**src/rtl/apb4_crc_gen_if.sv**
```systemverilog
// apb4_crc_gen_if: APB4 bus bundle between a master and the CRC generator slave.
interface apb4_crc_gen_if;
    logic        psel;
    logic        penable;
    logic        pwrite;
    logic [11:0] paddr;
    logic [31:0] pwdata;
    logic [31:0] prdata;
    logic        pready;
    logic        pslverr;

    modport master (
        output psel, penable, pwrite, paddr, pwdata,
        input  prdata, pready, pslverr
    );

    modport slave (
        input  psel, penable, pwrite, paddr, pwdata,
        output prdata, pready, pslverr
    );
endinterface

```
**src/rtl/apb4_crc_gen.sv**
```systemverilog
// apb4_crc_gen: APB4 configurable CRC generator with input FIFO, one byte per cycle.
// Optional interrupt output enabled by defining CRC_IRQ_EN.
module apb4_crc_gen #(
    parameter int CRC_WIDTH  = 32,
    parameter int FIFO_DEPTH = 4
) (
    input  logic          pclk,
    input  logic          preset,
    apb4_crc_gen_if.slave apb,
    output logic          irq_o
);
    localparam int CW = CRC_WIDTH;
    localparam int AW = $clog2(FIFO_DEPTH);

    typedef enum logic {IDLE, CALC} state_t;

    state_t        state_q, state_d;
    logic          en_q, en_d, revin_q, revin_d, revout_q, revout_d;
    logic [1:0]    size_q, size_d, bsz_q, bsz_d, cnt_q, cnt_d;
    logic [4:0]    width_q, width_d;
    logic [CW-1:0] poly_q, poly_d, init_q, init_d, xorv_q, xorv_d, acc_q, acc_d;
    logic          done_q, done_d, ovf_q, ovf_d;
    logic [31:0]   word_q, word_d;
    logic [AW:0]   wp_q, wp_d, rp_q, rp_d;
    logic [33:0]   mem_q [FIFO_DEPTH];
    logic [33:0]   mem_d [FIFO_DEPTH];

    logic          xfer, wr, rd, busy, empty, full, locked;
    logic          ctrl_wr, ctrl_ok, cfg_wr, cfg_ok, push_req, push, drop, abort, stat_rd;
    logic          pop, done_set;
    logic [3:0]    idx;
    logic [5:0]    w_raw, w;
    logic [CW-1:0] mask, msb, step, acc_m, acc_r, res, wd;
    logic [7:0]    byte_r, din;
    logic [31:0]   rdata;
    logic          ie_q;
    logic          unused_ok;

    assign xfer     = apb.psel && apb.penable;
    assign wr       = xfer && apb.pwrite;
    assign rd       = xfer && !apb.pwrite;
    assign idx      = apb.paddr[5:2];
    assign wd       = apb.pwdata[CW-1:0];
    assign busy     = state_q == CALC;
    assign empty    = wp_q == rp_q;
    assign full     = (wp_q[AW] != rp_q[AW]) && (wp_q[AW-1:0] == rp_q[AW-1:0]);
    assign locked   = busy || !empty;
    assign ctrl_wr  = wr && idx == 4'd0;
    assign ctrl_ok  = ctrl_wr && (!apb.pwdata[0] || !locked);
    assign cfg_wr   = wr && (idx == 4'd1 || idx == 4'd2 || idx == 4'd3);
    assign cfg_ok   = cfg_wr && !locked;
    assign push_req = wr && idx == 4'd4 && en_q;
    assign push     = push_req && !full;
    assign drop     = push_req && full;
    assign abort    = ctrl_ok && !apb.pwdata[0];
    assign stat_rd  = rd && idx == 4'd5;
    assign unused_ok = ^{apb.paddr[11:6], apb.paddr[1:0]};

    // Out-of-range active widths fall back to the full CRC_WIDTH
    assign w_raw = {1'b0, width_q} + 6'd1;
    assign w     = (w_raw > 6'(CW) || w_raw < 6'd8) ? 6'(CW) : w_raw;
    assign mask  = {CW{1'b1}} >> (6'(CW) - w);
    assign msb   = mask ^ (mask >> 1);

    assign byte_r = {<<{word_q[31:24]}};
    assign din    = revin_q ? byte_r : word_q[31:24];

    always_comb begin
        step = acc_q;
        for (int i = 0; i < 8; i++)
            step = ((step << 1) & mask) ^ (((|(step & msb)) ^ din[7 - i]) ? poly_q & mask : '0);
    end

    // Reversing the masked accumulator then shifting right reflects only the low w bits
    assign acc_m = acc_q & mask;
    assign acc_r = {<<{acc_m}};
    assign res   = ((revout_q ? acc_r >> (6'(CW) - w) : acc_q) ^ xorv_q) & mask;

    always_comb begin
        state_d  = state_q;
        en_d     = en_q;
        revin_d  = revin_q;
        revout_d = revout_q;
        size_d   = size_q;
        width_d  = width_q;
        poly_d   = poly_q;
        init_d   = init_q;
        xorv_d   = xorv_q;
        acc_d    = acc_q;
        word_d   = word_q;
        bsz_d    = bsz_q;
        cnt_d    = cnt_q;
        wp_d     = wp_q;
        rp_d     = rp_q;
        mem_d    = mem_q;
        pop      = 1'b0;
        done_set = 1'b0;
        if (ctrl_ok) begin
            en_d     = apb.pwdata[0];
            revin_d  = apb.pwdata[1];
            revout_d = apb.pwdata[2];
            size_d   = apb.pwdata[4:3];
            width_d  = apb.pwdata[9:5];
            if (apb.pwdata[0] && !en_q) acc_d = init_q;
        end
        if (cfg_ok) begin
            poly_d = idx == 4'd1 ? wd : poly_q;
            xorv_d = idx == 4'd3 ? wd : xorv_q;
            init_d = idx == 4'd2 ? wd : init_q;
            acc_d  = idx == 4'd2 ? wd : acc_d;
        end
        if (state_q == IDLE) begin
            pop     = !empty;
            state_d = empty ? IDLE : CALC;
        end else begin
            acc_d  = step;
            word_d = word_q << 8;
            cnt_d  = cnt_q + 2'd1;
            if (cnt_q == bsz_q) begin
                pop      = !empty;
                done_set = empty;
                state_d  = empty ? IDLE : CALC;
            end
        end
        if (pop) begin
            word_d = mem_q[rp_q[AW-1:0]][33:2];
            bsz_d  = mem_q[rp_q[AW-1:0]][1:0];
            cnt_d  = 2'd0;
            rp_d   = rp_q + 1'b1;
        end
        if (push) begin
            mem_d[wp_q[AW-1:0]] = {apb.pwdata, size_q};
            wp_d = wp_q + 1'b1;
        end
        done_d = (done_q && !stat_rd) || done_set;
        ovf_d  = (ovf_q && !stat_rd) || drop;
        if (abort) begin
            state_d = IDLE;
            acc_d   = acc_q;
            rp_d    = wp_q;
            done_d  = 1'b0;
        end
    end

    always_ff @(posedge pclk or posedge preset) begin
        if (preset) begin
            state_q  <= IDLE;
            en_q     <= 1'b0;
            revin_q  <= 1'b0;
            revout_q <= 1'b0;
            size_q   <= '0;
            width_q  <= '0;
            poly_q   <= '0;
            init_q   <= '0;
            xorv_q   <= '0;
            acc_q    <= '0;
            word_q   <= '0;
            bsz_q    <= '0;
            cnt_q    <= '0;
            wp_q     <= '0;
            rp_q     <= '0;
            done_q   <= 1'b0;
            ovf_q    <= 1'b0;
            mem_q    <= '{default: '0};
        end else begin
            state_q  <= state_d;
            en_q     <= en_d;
            revin_q  <= revin_d;
            revout_q <= revout_d;
            size_q   <= size_d;
            width_q  <= width_d;
            poly_q   <= poly_d;
            init_q   <= init_d;
            xorv_q   <= xorv_d;
            acc_q    <= acc_d;
            word_q   <= word_d;
            bsz_q    <= bsz_d;
            cnt_q    <= cnt_d;
            wp_q     <= wp_d;
            rp_q     <= rp_d;
            done_q   <= done_d;
            ovf_q    <= ovf_d;
            mem_q    <= mem_d;
        end
    end

`ifdef CRC_IRQ_EN
    always_ff @(posedge pclk or posedge preset) begin
        if (preset) ie_q <= 1'b0;
        else if (ctrl_ok) ie_q <= apb.pwdata[10];
    end
    assign irq_o = ie_q && (done_q || ovf_q);
`else
    assign ie_q  = 1'b0;
    assign irq_o = 1'b0;
`endif

    always_comb begin
        rdata = idx == 4'd0 ? {21'b0, ie_q, width_q, size_q, revout_q, revin_q, en_q} :
                idx == 4'd1 ? 32'(poly_q) :
                idx == 4'd2 ? 32'(init_q) :
                idx == 4'd3 ? 32'(xorv_q) :
                idx == 4'd5 ? {27'b0, ovf_q, empty, full, busy, done_q} :
                idx == 4'd6 ? 32'(res) : 32'b0;
    end

    assign apb.prdata  = (apb.psel && !apb.pwrite) ? rdata : 32'b0;
    assign apb.pready  = 1'b1;
    assign apb.pslverr = xfer && (idx > 4'd6 || (ctrl_wr && !ctrl_ok) || (cfg_wr && !cfg_ok));
endmodule
```
**src/flat_wrapper.sv**
```systemverilog
// flat-port wrapper written by rule: the top's interface ports become plain ports
module apb4_crc_gen_flat 
#(
    parameter int CRC_WIDTH  = 32,
    parameter int FIFO_DEPTH = 4
)
  (pclk, preset, irq_o, apb_psel, apb_penable, apb_pwrite, apb_paddr, apb_pwdata, apb_prdata, apb_pready, apb_pslverr);
  apb4_crc_gen_if apb_i ();
  input  logic pclk;
  input  logic preset;
  output logic irq_o;
  input wire logic [$bits(apb_i.psel)-1:0] apb_psel;
  input wire logic [$bits(apb_i.penable)-1:0] apb_penable;
  input wire logic [$bits(apb_i.pwrite)-1:0] apb_pwrite;
  input wire logic [$bits(apb_i.paddr)-1:0] apb_paddr;
  input wire logic [$bits(apb_i.pwdata)-1:0] apb_pwdata;
  output wire logic [$bits(apb_i.prdata)-1:0] apb_prdata;
  output wire logic [$bits(apb_i.pready)-1:0] apb_pready;
  output wire logic [$bits(apb_i.pslverr)-1:0] apb_pslverr;
  assign apb_i.psel = apb_psel;
  assign apb_i.penable = apb_penable;
  assign apb_i.pwrite = apb_pwrite;
  assign apb_i.paddr = apb_paddr;
  assign apb_i.pwdata = apb_pwdata;
  assign apb_prdata = apb_i.prdata;
  assign apb_pready = apb_i.pready;
  assign apb_pslverr = apb_i.pslverr;
  apb4_crc_gen #(.CRC_WIDTH(CRC_WIDTH), .FIFO_DEPTH(FIFO_DEPTH)) u_core (.pclk(pclk), .preset(preset), .apb(apb_i), .irq_o(irq_o));
endmodule
```
**config.mk**
```make
export PLATFORM = sky130hd
export DESIGN_NAME = apb4_crc_gen_flat
export DESIGN_NICKNAME = d
export VERILOG_FILES = /design/src/rtl/apb4_crc_gen_if.sv /design/src/rtl/apb4_crc_gen.sv /design/src/flat_wrapper.sv
export SDC_FILE = /design/constraint.sdc
export NUM_CORES = 1
export LEC_CHECK = 0
export ABC_AREA = 1
export CAP_MARGIN = 20
export CORE_UTILIZATION = 55
export DETAILED_ROUTE_END_ITERATION = 8
export GPL_TIMING_DRIVEN = 0
export PLACE_DENSITY = 0.75
export REMOVE_ABC_BUFFERS = 1
export SYNTH_ARGS = -nofsm -noshare
export SYNTH_HDL_FRONTEND = slang
export SYNTH_SLANG_ARGS = --single-unit
```
**constraint.sdc**
```tcl
create_clock -name pclk -period 13.45 [get_ports pclk]
set_input_delay 2.69 -clock pclk [delete_from_list [all_inputs] [get_ports pclk]]
set_output_delay 2.69 -clock pclk [all_outputs]
set_load 0.03 [all_outputs]
```
==> flow_metrics.env <==
export IMPL_wire_per_inst_um=21.5
export IMPL_cp_common_cell="nand2_1"
export IMPL_n_fill_cell=4433
export IMPL_vias=30900
export IMPL_slowest_delay_ns=0.44
export IMPL_synth_area_um2=26800
export IMPL_worst_pin_slew_ns=1.37
export IMPL_port_buffers=73
export IMPL_status="complete, no violations"
export IMPL_overflow=0
export IMPL_place_gp_congestion=1.08
export IMPL_worst_ep_required_time_ns=13.96
export IMPL_period_share_pct=97.9
export IMPL_fin_nets=4330
export IMPL_hold_path_class="reg -> reg"
export IMPL_drt_pass1_iterations=9
export IMPL_cts_root_buf="clkbuf_16"
export IMPL_post_synth_num_cell_types=49
export IMPL_viasPerCell=6.30
export IMPL_period_minus_slack_ns=13.16
export IMPL_critPathMaxFanout=14
export IMPL_ys_seq_area_share_pct=29.8
export IMPL_clkTransAtPathRegs_ns=0.06
export IMPL_yosys_warnings=0
export IMPL_drt_iter0_drc=4551
export IMPL_timing_hold_ws_ns=0.483
export IMPL_power_leakage_nw=15.4
export IMPL_n_antenna_cell=0
export IMPL_drc_errors=0
export IMPL_grt_usage_pct=40.7
export IMPL_critical_path_slowest_cell="dfrtp_2"
export IMPL_routed_wirelength_mm=106
export IMPL_grt_pass1_vias=27500
export IMPL_pin_count=84
export IMPL_final_cell_mix="nand2_1, nand3_1, inv_1"
export IMPL_area_growth_pct=12.9
export IMPL_postSynthCellCount=4309
export IMPL_antenna_found_initial=0
export IMPL_cp_arrival_ns=13.67
export IMPL_synth_edf_count=0
export IMPL_cts_sinks=319
export IMPL_antenna_left=0
export IMPL_power_density_nw_per_um2=138
export IMPL_insertion_delay_ns=0.59
export IMPL_path_class="reg -> reg"
export IMPL_synthArstFlopShare_pct=100
export IMPL_drv_cap=0
export IMPL_clock_skew_ns=0.0151
export IMPL_multiInputGateArea_um2=17000
export IMPL_seqCellArea_um2=7990
export IMPL_numCtsBuffers=30
export IMPL_final_hold_violation_count=0
export IMPL_max_freq_mhz=76.0
export IMPL_clock_path_buffers=3
export IMPL_grt_pass1_wl_mm=158
export IMPL_start_kind="flop"
export IMPL_start_util_pct=56.0
export IMPL_num_rows=80
export IMPL_dieArea_um2=49600
export IMPL_setup_viol=0
export IMPL_hpwl_mm=71.7
export IMPL_grt_max_degree=127
export IMPL_final_max_slew_violation_count=0
export IMPL_cts_htree_levels=1
export IMPL_die_y_um=223
export IMPL_postLayoutCoreUtil_pct=63.2
export IMPL_die_w_um=223
export IMPL_syn_area_per_cell_um2=6.22
export IMPL_irDropWorstVdd_mv=0.127
export IMPL_core_area_um2=47800
export IMPL_cp_end_kind="flop"
export IMPL_tritoncts="built"
export IMPL_max_slew_margin_pct=7.79
export IMPL_ys_ff_latch=319
export IMPL_drive_above_1_share_pct=8.01
export IMPL_synth_flop_cell="dfrtp_1"
export IMPL_layout_commonest_cell="nand2_1"
[flip-flops by register name, summed over array words and instances (netlist names), 3 cells and up]
| name | cells |
|---|---|
| u_core.word_q | 32 |
| u_core.width_q | 5 |
| u_core.init_q | 32 |
| u_core.acc_q | 32 |
| u_core.xorv_q | 32 |
| u_core.wp_q | 3 |
| u_core.poly_q | 32 |
| u_core.mem_q | 136 |
| u_core.rp_q | 3 |
[worst max-delay path: cells and delay by family (launching register included)]
kind | cells | cell delay [ns]
and+or+nand+nor | 76 | 10.48
buffers and inverters | 6 | 0.98
adders and majority gates | 1 | 0.26
AOI/OAI and AO/OA | 4 | 0.85
DFF | 1 | 0.44
[power by group]
part / switching, mW / total (mW) / leakage (nW) / internal, mW
clock: 0.382 / 0.886 / 0.495 / 0.505
sequential: 0.108 / 1.15 / 4.24 / 1.05
combinational: 1.55 / 2.13 / 10.7 / 0.576
[cell usage after synthesis, types with 5 or more instances]
master         number  area (um^2)
ha_1                9          113
nand3_2            11          110
inv_1             417         1570
nand2_1          1315         4940
o221ai_1           28          245
dfrtp_1           319         7980
nand2_2            19          119
nand4_1            21          131
nor2_1            227          852
xnor2_1             9         78.8
and2_1             46          288
a211oi_1            9         67.6
o22ai_1            19          119
dlygate4sd1_1       5         43.8
or2_2               6         37.5
buf_1              13         48.8
o211ai_1           54          405
nor2_2             19          119
clkinv_1           10         37.5
nor3_1              7         35.0
a31oi_1             9         56.3
buf_4              51          383
xor2_1              9         78.8
clkbuf_1          124          465
nand3_1           741         3710
mux2i_1             7         70.1
buf_6              26          293
nand2_4             5         56.3
a21oi_1           177          886
a221o_1            31          310
a221oi_1           13          114
o21ai_0           407         2040
inv_2              13         48.8
o2111ai_1          13          114
nand3b_1           57          428
o31ai_1             6         45.0
buf_2              35          175
a311oi_1            5         43.8
[layout make-up]
class                           instances  share of cell area, %
Timing Repair inverter                  1                 0.0166
Inverter                              440                   5.60
Clock inverter                         12                  0.463
Clock buffer                           42                   2.87
Sequential cell                       319                   26.4
Timing Repair Buffer                  158                   5.96
Tap cell                              615                   2.54
Multi-Input combinational cell       3322                   56.1
[kinds of logic (layout without fill, tap and decap cells)]
| group | count (synthesis) | count (layout) | share of synthesized area [%] |
|---|---|---|---|
| other | 2 | 2 | 0.0280 |
| buffers and inverters | 696 | 653 | 11.5 |
| XOR/XNOR | 18 | 18 | 0.589 |
| adder cells (fa/ha/maj) | 9 | 9 | 0.420 |
| AO/OA/AOI/OAI | 781 | 781 | 16.9 |
| multiplexers | 7 | 7 | 0.262 |
| flip-flops | 319 | 319 | 29.8 |
| AND/OR/NAND/NOR | 2477 | 2505 | 40.5 |
[timing repair]
| action | CTS | global route |
|---|---|---|
| pin swaps | 19 | 37 |
| hold buffers | 0 | 0 |
| resized for setup | 104 | 94 |
| setup buffers | 18 | 33 |
| cloned | 18 | 12 |
| endpoints found under the setup margin | 32 | 32 |
[routing by layer]
layer	vias up	wire length [um]	track usage, %
met5	-	0	0
met4	0	8030	25.5
met3	430	11200	6.52
met2	2044	45600	62.0
met1	14100	40800	53.9
li1	14300	-	-
[stage by stage]
step                power (mW)  area [um^2]  instances  TNS, ns  setup WS [ns]
floorplan                 2.18        25400       4053    -2.70        -0.0872
global route              4.30        30200       4909    -2.36         -0.169
finish                    4.16        30200       4909        0          0.287
CTS                       3.89        29300       4854        0         0.0120
global placement          2.76        26900       4741  -835.15          -6.39
detailed placement        2.81        27400       4764  -140.76          -4.52
[worst paths after layout]
check / startpoint / endpoint / slack (ns) / cells after the start
hold / removal: u_core.cnt_q[1]$_DFFE_PP0P_ / u_core.cnt_q[1]$_DFFE_PP0P_ / 0.48 / 1
hold reg to reg: u_core.cnt_q[1]$_DFFE_PP0P_ / u_core.cnt_q[1]$_DFFE_PP0P_ / 0.48 / 1
setup reg to reg: u_core.width_q[0]$_DFFE_PP0P_ / u_core.acc_q[29]$_DFFE_PP0N_ / 0.29 / 87
setup / recovery: u_core.width_q[0]$_DFFE_PP0P_ / u_core.acc_q[29]$_DFFE_PP0N_ / 0.29 / 87
max in group asynchronous: preset / u_core.acc_q[26]$_DFFE_PP0N_ / 9.37 / 4
min in group asynchronous: preset / u_core.mem_q[106]$_DFFE_PP0P_ / 2.61 / 2
Power figures use the tool's default switching activity.
